===== src/rtl/output_buff_pkg.sv =====
// rtl/output_buff_pkg.sv - shared state type, lane indices and idle levels for output_buff
package output_buff_pkg;

  typedef enum logic {
    IDLE  = 1'b0,
    SHIFT = 1'b1
  } state_t;

  localparam int NUM_LANES  = 4;
  localparam int LANE_REF   = 0;
  localparam int LANE_SIG_A = 1;
  localparam int LANE_SIG_B = 2;
  localparam int LANE_SIG_C = 3;

  localparam logic REF_IDLE = 1'b1;
  localparam logic SIG_IDLE = 1'b0;

endpackage


===== src/rtl/serial_out_lane.sv =====
// rtl/serial_out_lane.sv - one serial lane: private word copy and a registered output bit
module serial_out_lane #(
  parameter int   NDATA      = 128,
  parameter logic IDLE_LEVEL = 1'b0,
  parameter int   NDATA_LOG  = $clog2(NDATA)
) (
  input  logic                 clk,
  input  logic                 rst,
  input  logic                 load,
  input  logic                 shift,
  input  logic                 finish,
  input  logic [NDATA_LOG-1:0] idx,
  input  logic [NDATA-1:0]     din,
  output logic                 sout
);

  logic [NDATA-1:0] word_q;

  // idx is the index the counter will hold after this edge, so sout stays aligned with cntout
  always_ff @(posedge clk) begin
    if (rst) begin
      word_q <= '0;
      sout   <= IDLE_LEVEL;
    end else if (load) begin
      word_q <= din;
      sout   <= din[idx];
    end else if (finish) begin
      sout   <= IDLE_LEVEL;
    end else if (shift) begin
      sout   <= word_q[idx];
    end
  end

endmodule


===== src/rtl/output_buff.sv =====
// rtl/output_buff.sv - parallel-to-serial output buffer; OUTPUT_BUFF_MSB_FIRST_EN selects MSB-first order
module output_buff
  import output_buff_pkg::*;
#(
  parameter int NDATA     = 128,
  localparam int NDATA_LOG = $clog2(NDATA)
) (
  input  logic                 clk,
  input  logic                 rst,
  input  logic                 ena,
  input  logic                 load_valid,
  output logic                 load_ready,
  input  logic [NDATA-1:0]     dinRef,
  input  logic [NDATA-1:0]     dinSigA,
  input  logic [NDATA-1:0]     dinSigB,
  input  logic [NDATA-1:0]     dinSigC,
  output logic [3:0]           dout,
  output logic [NDATA_LOG-1:0] cntout,
  output logic                 busy,
  output logic                 done
);

  localparam logic [NDATA_LOG-1:0] IDX_LO = '0;
  localparam logic [NDATA_LOG-1:0] IDX_HI = NDATA_LOG'(NDATA - 1);
  localparam logic [NDATA_LOG-1:0] ONE    = NDATA_LOG'(1);
`ifdef OUTPUT_BUFF_MSB_FIRST_EN
  localparam logic [NDATA_LOG-1:0] START  = IDX_HI;
  localparam logic [NDATA_LOG-1:0] LAST   = IDX_LO;
`else
  localparam logic [NDATA_LOG-1:0] START  = IDX_LO;
  localparam logic [NDATA_LOG-1:0] LAST   = IDX_HI;
`endif

  state_t               state_q, state_d;
  logic [NDATA_LOG-1:0] cnt_q, cnt_d;
  logic                 done_q, done_d;
  logic                 accept, step, finish, advance;
  logic [NUM_LANES-1:0] lane_bits;

  assign accept  = (state_q == IDLE) && load_valid;
  assign step    = (state_q == SHIFT) && ena;
  assign finish  = step && (cnt_q == LAST);
  assign advance = step && (cnt_q != LAST);

  always_ff @(posedge clk) begin
    if (rst) begin
      state_q <= IDLE;
      cnt_q   <= START;
      done_q  <= 1'b0;
    end else begin
      state_q <= state_d;
      cnt_q   <= cnt_d;
      done_q  <= done_d;
    end
  end

  always_comb begin
    state_d = state_q;
    cnt_d   = cnt_q;
    done_d  = 1'b0;
    case (state_q)
      IDLE: begin
        cnt_d = START;
        if (accept) state_d = SHIFT;
      end
      SHIFT: begin
        if (finish) begin
          state_d = IDLE;
          cnt_d   = START;
          done_d  = 1'b1;
        end else if (advance) begin
`ifdef OUTPUT_BUFF_MSB_FIRST_EN
          cnt_d = cnt_q - ONE;
`else
          cnt_d = cnt_q + ONE;
`endif
        end
      end
      default: state_d = IDLE;
    endcase
  end

  always_comb begin
    load_ready = (state_q == IDLE);
    busy       = (state_q == SHIFT);
    done       = done_q;
    cntout     = cnt_q;
    dout       = lane_bits;
  end

  serial_out_lane #(.NDATA(NDATA), .IDLE_LEVEL(REF_IDLE)) u_lane_ref (
    .clk(clk), .rst(rst), .load(accept), .shift(advance), .finish(finish),
    .idx(cnt_d), .din(dinRef), .sout(lane_bits[LANE_REF])
  );

  serial_out_lane #(.NDATA(NDATA), .IDLE_LEVEL(SIG_IDLE)) u_lane_sig_a (
    .clk(clk), .rst(rst), .load(accept), .shift(advance), .finish(finish),
    .idx(cnt_d), .din(dinSigA), .sout(lane_bits[LANE_SIG_A])
  );

  serial_out_lane #(.NDATA(NDATA), .IDLE_LEVEL(SIG_IDLE)) u_lane_sig_b (
    .clk(clk), .rst(rst), .load(accept), .shift(advance), .finish(finish),
    .idx(cnt_d), .din(dinSigB), .sout(lane_bits[LANE_SIG_B])
  );

  serial_out_lane #(.NDATA(NDATA), .IDLE_LEVEL(SIG_IDLE)) u_lane_sig_c (
    .clk(clk), .rst(rst), .load(accept), .shift(advance), .finish(finish),
    .idx(cnt_d), .din(dinSigC), .sout(lane_bits[LANE_SIG_C])
  );

endmodule


===== config.mk =====
export PLATFORM = sky130hd
export DESIGN_NAME = output_buff
export DESIGN_NICKNAME = d
export VERILOG_FILES = /design/src/rtl/output_buff_pkg.sv /design/src/rtl/serial_out_lane.sv /design/src/rtl/output_buff.sv
export SDC_FILE = /design/constraint.sdc
export NUM_CORES = 1
export LEC_CHECK = 0
export BUFFER_PORTS_ARGS = -buffer_cell sky130_fd_sc_hd__buf_4
export CAP_MARGIN = 20
export CORE_MARGIN = 3
export CORE_UTILIZATION = 25
export DETAILED_ROUTE_END_ITERATION = 10
export HOLD_SLACK_MARGIN = 0.15
export PLACE_DENSITY = 0.46
export SYNTH_ARGS = -nofsm -noshare
export SYNTH_HDL_FRONTEND = slang
export SYNTH_SLANG_ARGS = --single-unit

===== constraint.sdc =====
create_clock -name clk -period 3.55 [get_ports clk]
set_input_delay 0.355 -clock clk [delete_from_list [all_inputs] [get_ports clk]]
set_output_delay 0.355 -clock clk [all_outputs]
set_load 0.1 [all_outputs]

=== Word-level counts from Yosys, hierarchy flattened ===
Index checks and enable logic that the tools add are counted.
W data, S select, Z words.

* Add/subtract/negate cells: 1
* Order comparisons: 1
* Eq/ne operators: 2
* Mux-type cells: 35
* Bitwise operators: 1
* Reductions and logical operators: 6

{| class="wikitable"
|+ Operators by type and width
! kind !! number
|-
| $bmux W1 S7 || 8
|-
| $mux W1 || 23
|-
| $mux W7 || 2
|-
| $pmux W7 S2 || 1
|-
| $lt A7 B8 Y1 const B || 1
|-
| $add A7 B1 Y7 const B || 1
|-
| $eq A7 B7 Y1 const B || 1
|-
| $ne A7 B7 Y1 const B || 1
|-
| $logic_and A1 B1 Y1 || 4
|-
| $reduce_bool A3 Y1 || 1
|-
| $pmux W1 S2 || 1
|-
| $reduce_or A2 Y1 || 1
|-
| $not A1 Y1 || 1
|}

* Register bits: 525
* Output and inout port bits: 14

=== Depth between registers and ports, before layout ===
Gate-level depths: netlist (run 1).

* Word-level depth: 10
* Mapped depth: 14

=== Cells and area by module ===
Synthesis (run 1) repeated with hierarchy kept, for this count alone.

* Cell total of the unflattened synthesis: 2451
* Area, all modules: 27231.1 sq um

{| class="wikitable"
|+ By module, submodules not included
! module !! instances !! cells an instance !! area an instance (sq um) !! seq. area each (sq um)
|-
| serial_out_lane (u_lane_sig_a ...) || 3 || 594 || 6663.9 || 2582.5
|-
| serial_out_lane (u_lane_ref) || 1 || 613 || 6764.0 || 2582.5
|-
| output_buff || 1 || 56 || 475.5 || 180.2
|}

=== Least setup slack after synthesis (run 1) ===
Ideal clock, no wire load.

* Path kind: flip-flop to flip-flop
* Start point: register cnt_q[0], in the netlist cntout[0]
* End point: register u_lane_ref.sout
* Setup time: 0.079 ns
* Arrival: 3.404 ns
* Required time: 3.471 ns
* Path slack: 0.067 ns
* Stages on the path, launching flop included: 14
* Path buffers: 4
* Period minus slack after synthesis: 3.483 ns
* Cells stage by stage: dfxtp_1 -> ha_1 -> nand3b_1 -> o211a_1 -> buf_6 -> buf_8 -> buf_6 -> buf_8 -> mux2i_1 -> mux2i_1 -> o32ai_1 -> a2111oi_0 -> o211ai_1 -> o211ai_1

* Longest elaborated chain between the ends: 10
* Elaborated cells on any way between the ends: 16
* Classes of those cells: add/sub (1); eq/ne (2); mux (10); reduce/logical (3)

{| class="wikitable"
|+ Ends and longest elaborated chain
! item !! RTL line !! RTL
|-
| from (decl) || output_buff.sv:35 || <nowiki>logic [NDATA_LOG-1:0] cnt_q, cnt_d;</nowiki>
|-
| from (signal assigned) || output_buff.sv:52 || <nowiki>cnt_q <= cnt_d;</nowiki>
|-
| parallel branches: the longest is 10 deep, another holds $add A7 B1 Y7 || -- ||
|-
| to (signal assigned) || serial_out_lane.sv:26 || <nowiki>sout <= din[idx];</nowiki>
|-
| to (signal assigned) || serial_out_lane.sv:30 || <nowiki>sout <= word_q[idx];</nowiki>
|-
| to (decl) || serial_out_lane.sv:14 || <nowiki>output logic sout</nowiki>
|}

Parallel ways; which one is timed is not known. The select of a mux whose other input is x is not followed.
A chain may end at the register's enable or synchronous reset.

=== Worst setup path after layout (run 1) ===
* Start point: register cnt_q[0], in the netlist cntout[0]
* End point: register u_lane_sig_a.sout

* Longest elaborated chain between the ends: 10
* Elaborated cells on any way between the ends: 16
* Classes of those cells: add/sub (1); eq/ne (2); mux (10); reduce/logical (3)

{| class="wikitable"
|+ Ends and longest elaborated chain
! item !! RTL line
|-
| parallel branches: the longest is 10 deep, another holds $add A7 B1 Y7 || --
|-
| to (signal assigned) || serial_out_lane.sv:26
|-
| to (signal assigned) || serial_out_lane.sv:30
|-
| to (decl) || serial_out_lane.sv:14
|}

Parallel ways; which one is timed is not known. The select of a mux whose other input is x is not followed.

==> impl_metrics.tcl, run 1 <==
set metrics [dict create \
    irDropWorstVdd_mv 0.393 \
    numCtsBuffers 61 \
    period_needed_ps 3370 \
    totalPowerFinal_mw 15.4 \
    post_drt_wl_per_cell_um 19.6 \
    synth_top_flop_cell "dfxtp_1" \
    p_per_area_nw_per_um2 432 \
    htree_levels 2 \
    detail_route.vias_per_cell 4.63 \
    class_of_the_most_critical_hold_timing_path "primary input to flip-flop" \
    path_cells "ha_1, and2_1, a2111oi_4, xnor2_1, o211ai_2, buf_4, nor3_1, a2111o_1, nor4_2, a311o_1" \
    yosys_register_bits 525 \
    pin_count 530 \
    tightestPinTransition_ps 1010 \
    path_clk_slew_ps 60 \
    worst_clock_skew_ps 29.0 \
    endpoint_kind "flip-flop" \
    grt_remaining_overflow 0 \
    grt_antenna_before_repair 13 \
    rr_startpoint "cntout[0]" \
    synthArstFlopShare_pct 0 \
    clockBufferDepth 3 \
    post_route_cells_drive_above_1_share_pct 17.5 \
    number_of_enable_type_register_cells_in_the_synthesized_netlist 0 \
    remaining_drcs 0 \
    area_delta_synth_final_pct 53.3 \
    worstPathArrival_ps 3930 \
    max_clock_freq_ghz 0.297 \
    postRouteWirelength_um 105000 \
    place_hpwl_um 70300 \
    syn-mean-instance-area_sq_um 7.38 \
    drtPass1Iterations 7 \
    unrepaired_setup_endpoints_after_global_routing "no" \
    cp_slowest_cell "o211ai_2" \
    synth_top_cell_by_area "dfxtp_1" \
    ctsRootBufferMaster "clkbuf_16" \
    slowest_delay_ps 500 \
    path_class "flip-flop to flip-flop" \
    clock_insertion_delay_worst_skew_ps 630 \
    die-height_um 311 \
    synth.cell_area_sq_um 23200 \
    synth_cell_types 61 \
    setup_viol 0 \
    worstHoldStart "load_valid" \
    setup_slack_ps 183 \
    synthTopCellsByArea "dfxtp_1 (45%), nand2_1 (21%), a21oi_1 (12%), mux2i_1 (7.3%), clkbuf_1 (3.1%)" \
    timing.slew.headroom_pct 32.9 \
    synth_most_common_cell "nand2_1" \
    synth.top_cell.area_share_pct 45.2 \
    place_ws_ps -177 \
    regArea_sq_um 10500 \
    seq_area_frac_synth_pct 45.2 \
    multi_input_comb_area_sq_um 11600 \
    startpoint_type_of_the_worst_setup_path "flip-flop" \
    cts_tree "built" \
    commonest_cells_in_the_synthesized_netlist "nand2_1 (1289), a21oi_1 (566), dfxtp_1 (525)" \
    filler_cell_count 9599 \
    die_area_sq_um 96700 \
    finish.net_count 4579 \
    die_x_um 311 \
    synthesis.instances 3151 \
    slew_violations 0 \
    worstPathMaxFanout 7 \
    grt_max_degree 188 \
    route.antenna.remaining_nets 0 \
    detailedRoute.firstIterationViolations 1814 \
    grt_pass1_vias 25019 \
    num_vias 24829 \
    grt_first_pass_wirelength_um 155000 \
    core-area_sq_um 91900 \
    final.period_utilization_pct 94.8 \
    routability_driven_placement_congestion_ratio 0.781 \
    cap_viol_max_count 0 \
    grt_use_total_pct 20.7 \
    site_row_count 111 \
    yosysWarningCount 0 \
    floorplan.initialDensity_pct 25.3 \
    hold_violations 0 \
    leak_pwr_nw 14.2 \
    postSynthNetCount 3668 \
    timing_startpoint_of_the_critical_path "cntout[0]" \
    place.port_buffers 529 \
    crit_required_ps 4120 \
    cts.sink_count 525 \
    outcome "completed" \
]
## final timing paths
| kind | cells past startpoint | end | slack, ps |
|---|---|---|---|
| max | 10 | u_lane_sig_a.sout | 180 |
| min | 6 | u_lane_ref.sout | 360 |
| max reg2reg | 10 | u_lane_sig_a.sout | 180 |
| min reg2reg | 2 | u_lane_sig_b.word_q[26] | 450 |
## report_power, final
| group | internal, mW | switching, mW |
|---|---|---|
| Clock | 3.79 | 2.68 |
| Sequential | 6.25 | 0.194 |
| Combinational | 1.19 | 1.27 |
| Total | 11.2 | 4.15 |
## sequential cells by signal, summed over array words and instances (netlist names)
signal	count
u_lane_ref.word_q	128
done	1
u_lane_ref.sout	1
u_lane_sig_c.word_q	128
u_lane_sig_a.sout	1
u_lane_sig_a.word_q	128
busy	1
u_lane_sig_b.sout	1
cntout	7
u_lane_sig_b.word_q	128
u_lane_sig_c.sout	1
## cell families after synthesis
| logic type | Yosys count | synth area share, % |
|---|---|---|
| compound gates | 712 | 17.0 |
| xor+xnor | 7 | 0.296 |
| fa+ha+maj | 1 | 0.0538 |
| buf+inv | 282 | 5.29 |
| flops | 525 | 45.2 |
| mux | 178 | 7.71 |
| simple gates | 1446 | 24.4 |
## layer usage
metal	GRT usage (%)	routed length, um	part of all wire (%)
met1	27.2	46700	44
met2	34.8	49600	47
met3	3.80	5670	5.4
met4	6.07	3060	2.9
met5	0	7	0.0067
## repair_timing
action	in CTS	in global routing
hold buffers	514	0
resized for setup	3	6
endpoints found under the hold margin	514	0
buffers inserted	0	4
endpoints found under the setup margin	2	4
pin swaps	0	1
cloned	0	1
## cell usage in the layout (no fill, tap or decap), types with 14 or more instances in the layout
cell	netlist	final
a21oi_1	566	566
a31oi_1	17	17
and3_1	31	31
buf_12	0	16
buf_4	21	576
clkbuf_16	0	63
clkinv_2	0	14
dfxtp_1	525	525
dlygate4sd3_1	0	514
inv_1	21	21
mux2i_1	170	170
nand2_1	1289	1282
nand3_1	57	57
nor2_1	24	24
nor3_1	23	21
o2111ai_1	16	16
o211ai_1	21	21
o22ai_1	26	26
## critical path, delay by kind of cell, from the launching register on
family,cells,cell delay (ps)
adder cells (fa/ha/maj),1,320
XOR/XNOR,1,170
AO/OA/AOI/OAI,4,1460
buffers and inverters,1,280
AND/OR/NAND/NOR,3,700
flip-flops,1,390
## layout make-up
type | count | share of cell area, %
Multi-Input combinational cell | 2344 | 32.5
Antenna cell | 10 | 0.0703
Clock inverter | 26 | 0.801
Tap cell | 1243 | 4.37
Clock buffer | 86 | 4.92
Sequential cell | 525 | 29.5
Timing Repair Buffer | 1109 | 27.6
Inverter | 21 | 0.221
## per-stage QoR
stage	instance area (sq um)	hold slack, ps	utilization (%)	setup TNS (ps)	std cells
floorplan	23200	436	-	0	3151
finish	35600	362	38.7	0	5364
global route	35600	394	38.7	0	5356
global placement	28300	442	30.8	-237	4723
detailed placement	28300	446	30.8	-331	4723
CTS	35500	320	38.7	-65.0	5349
Power figures use the tool's default switching activity.
==> run 2: changes to the inputs <==
Settings changed: GPL_TIMING_DRIVEN set to 0.
Clock period 3.55 ns to 3.8 ns, I/O delays scaled along.
==> run 2 against run 1 <==
The run now ends with negative setup slack left. Sequential share of layout area decreased by 0.52 points. Combinational power up 4%. Via count is 7.0% higher. Global-route usage is 5.4 points higher. Wire length is 24% higher. Sequential power decreased by 6.5%. First-iteration DRC count decreased by 4.2%. Non-clock buffer count grew 206. Flip-flop and latch count stayed put. Power down 4.8%. Register-to-register slack got worse by 180 ps.
==> impl_metrics.tcl, run 2 (same netlist as run 1, synthesis figures left out) <==
set metrics [dict create \
    irDropWorstVdd_mv 0.355 \
    endpoint_kind "flip-flop" \
    slew_violations 0 \
    post_layout_nonfiller_instances 5559 \
    unrepaired_setup_endpoints_after_global_routing "yes" \
    worst_clock_skew_ps 32.7 \
    worstPathMaxFanout 10 \
    setup_slack_ps -1.30 \
    worst_hold_slack_ps 324 \
    place_hpwl_um 96500 \
    postRouteWirelength_um 131000 \
    drtPass1Iterations 5 \
    detail_route.vias_per_cell 4.78 \
    place.port_buffers 528 \
    period_needed_ps 3800 \
    setup_viol 1 \
    htree_levels 2 \
    leak_pwr_nw 14.5 \
    path_class "flip-flop to flip-flop" \
    hold_violations 0 \
    die_x_um 311 \
    p_per_area_nw_per_um2 404 \
    max_clock_freq_ghz 0.263 \
    post_route_cells_drive_above_1_share_pct 17.2 \
    detailedRoute.firstIterationViolations 1737 \
    timing.slew.headroom_pct 20.8 \
    die-height_um 311 \
    clockBufferDepth 3 \
    violations "negative setup slack" \
    final_cell_mix "nand2_1 (1284), a21oi_1 (566), buf_4 (566), dfxtp_1 (524), dlygate4sd3_1 (512)" \
    final_common_cell "nand2_1" \
    grt_antenna_before_repair 5 \
    crit_required_ps 4380 \
    ctsRootBufferMaster "clkbuf_16" \
    num_vias 26561 \
    class_of_the_most_critical_hold_timing_path "primary input to flip-flop" \
    cap_viol_max_count 0 \
    final.period_utilization_pct 100 \
    route.antenna.remaining_nets 0 \
    post_drt_wl_per_cell_um 23.5 \
    routability_driven_placement_congestion_ratio 0.858 \
    tightestPinTransition_ps 1190 \
    final_util_pct 39.4 \
    grt_use_total_pct 26.1 \
    finish.net_count 4783 \
    grt_max_degree 16 \
    startpoint_type_of_the_worst_setup_path "flip-flop" \
    path_cells "nand2_1, a2111oi_4, xnor2_1, o211ai_2, nor3_1, a2111o_1, nor4_1, a311o_1" \
    worstPathArrival_ps 4390 \
    core-area_sq_um 91900 \
    grt_remaining_overflow 0 \
    die_area_sq_um 96700 \
    floorplan.initialDensity_pct 25.3 \
    clock_insertion_delay_worst_skew_ps 640 \
    cp_slowest_cell "o211ai_2" \
    totalPowerFinal_mw 14.6 \
    site_row_count 111 \
    remaining_drcs 0 \
    place_inst 4931 \
    numCtsBuffers 59 \
    slowest_delay_ps 820 \
    path_clk_slew_ps 70 \
    grt_first_pass_wirelength_um 185000 \
    grt_pass1_vias 26997 \
    cts_tree "built" \
    area_delta_synth_final_pct 56.0 \
    cts.sink_count 525 \
    pin_count 530 \
    outcome "finished, violations left" \
]
[run 2: what timing repair did]
item | 4_1_cts | 5_1_grt
pin swaps | 2 | 1
gates resized for setup | 53 | 20
hold buffers | 512 | 0
hold endpoints to repair | 513 | 0
buffers inserted | 6 | 1
setup endpoints to repair | 14 | 118
[run 2: layout make-up]
| type | instances | area, sq um |
|---|---|---|
| Fill cell | 9772 | 55700 |
| Multi-Input combinational cell | 2344 | 11600 |
| Sequential cell | 525 | 10500 |
| Timing Repair Buffer | 1056 | 9270 |
| Clock buffer | 89 | 1750 |
| Tap cell | 1243 | 1560 |
| Buffer | 259 | 1240 |
| Clock inverter | 20 | 274 |
| Inverter | 21 | 78.8 |
| Antenna cell | 2 | 5.00 |
[run 2: final timing paths]
| kind | start | to | slack [ps] | depth (start not counted) |
|---|---|---|---|---|
| hold / removal | ena | done | 320 | 4 |
| setup reg to reg | busy | u_lane_sig_a.sout | -1 | 8 |
| setup / recovery | busy | u_lane_sig_a.sout | -1 | 8 |
| hold reg to reg | u_lane_sig_b.word_q[119] | u_lane_sig_b.word_q[119] | 450 | 2 |
[run 2: worst max-delay path, delay by kind of cell (launching register included)]
| family | cells | cell delay (ps) |
|---|---|---|
| AO/OA/AOI/OAI | 4 | 1980 |
| XOR/XNOR | 1 | 180 |
| flip-flops | 1 | 440 |
| AND/OR/NAND/NOR | 3 | 1160 |
[run 2: per-stage QoR]
stage,cell area [sq um],setup WS [ps],setup TNS [ps]
2_1_floorplan,23200,317,0
3_3_place_gp,28800,-1460,-4810
3_5_place_dp,28900,-1050,-3960
4_1_cts,36200,5.75,0
5_1_grt,36300,-44.5,-50.4
6_report,36300,-1.30,-1.30
[run 2: per-layer routing]
metal  vias up  track usage, %  wire length, um
met2       839            44.6            61800
met3       207            3.28             6280
li1      12747               -                -
met4         2            8.49             4810
met5         -               0               13
met1     12766            34.2            57700
[run 2: power by group]
| part | internal, mW | switching (mW) |
|---|---|---|
| registers | 5.84 | 0.186 |
| logic | 1.15 | 1.40 |
| clock network | 3.57 | 2.49 |
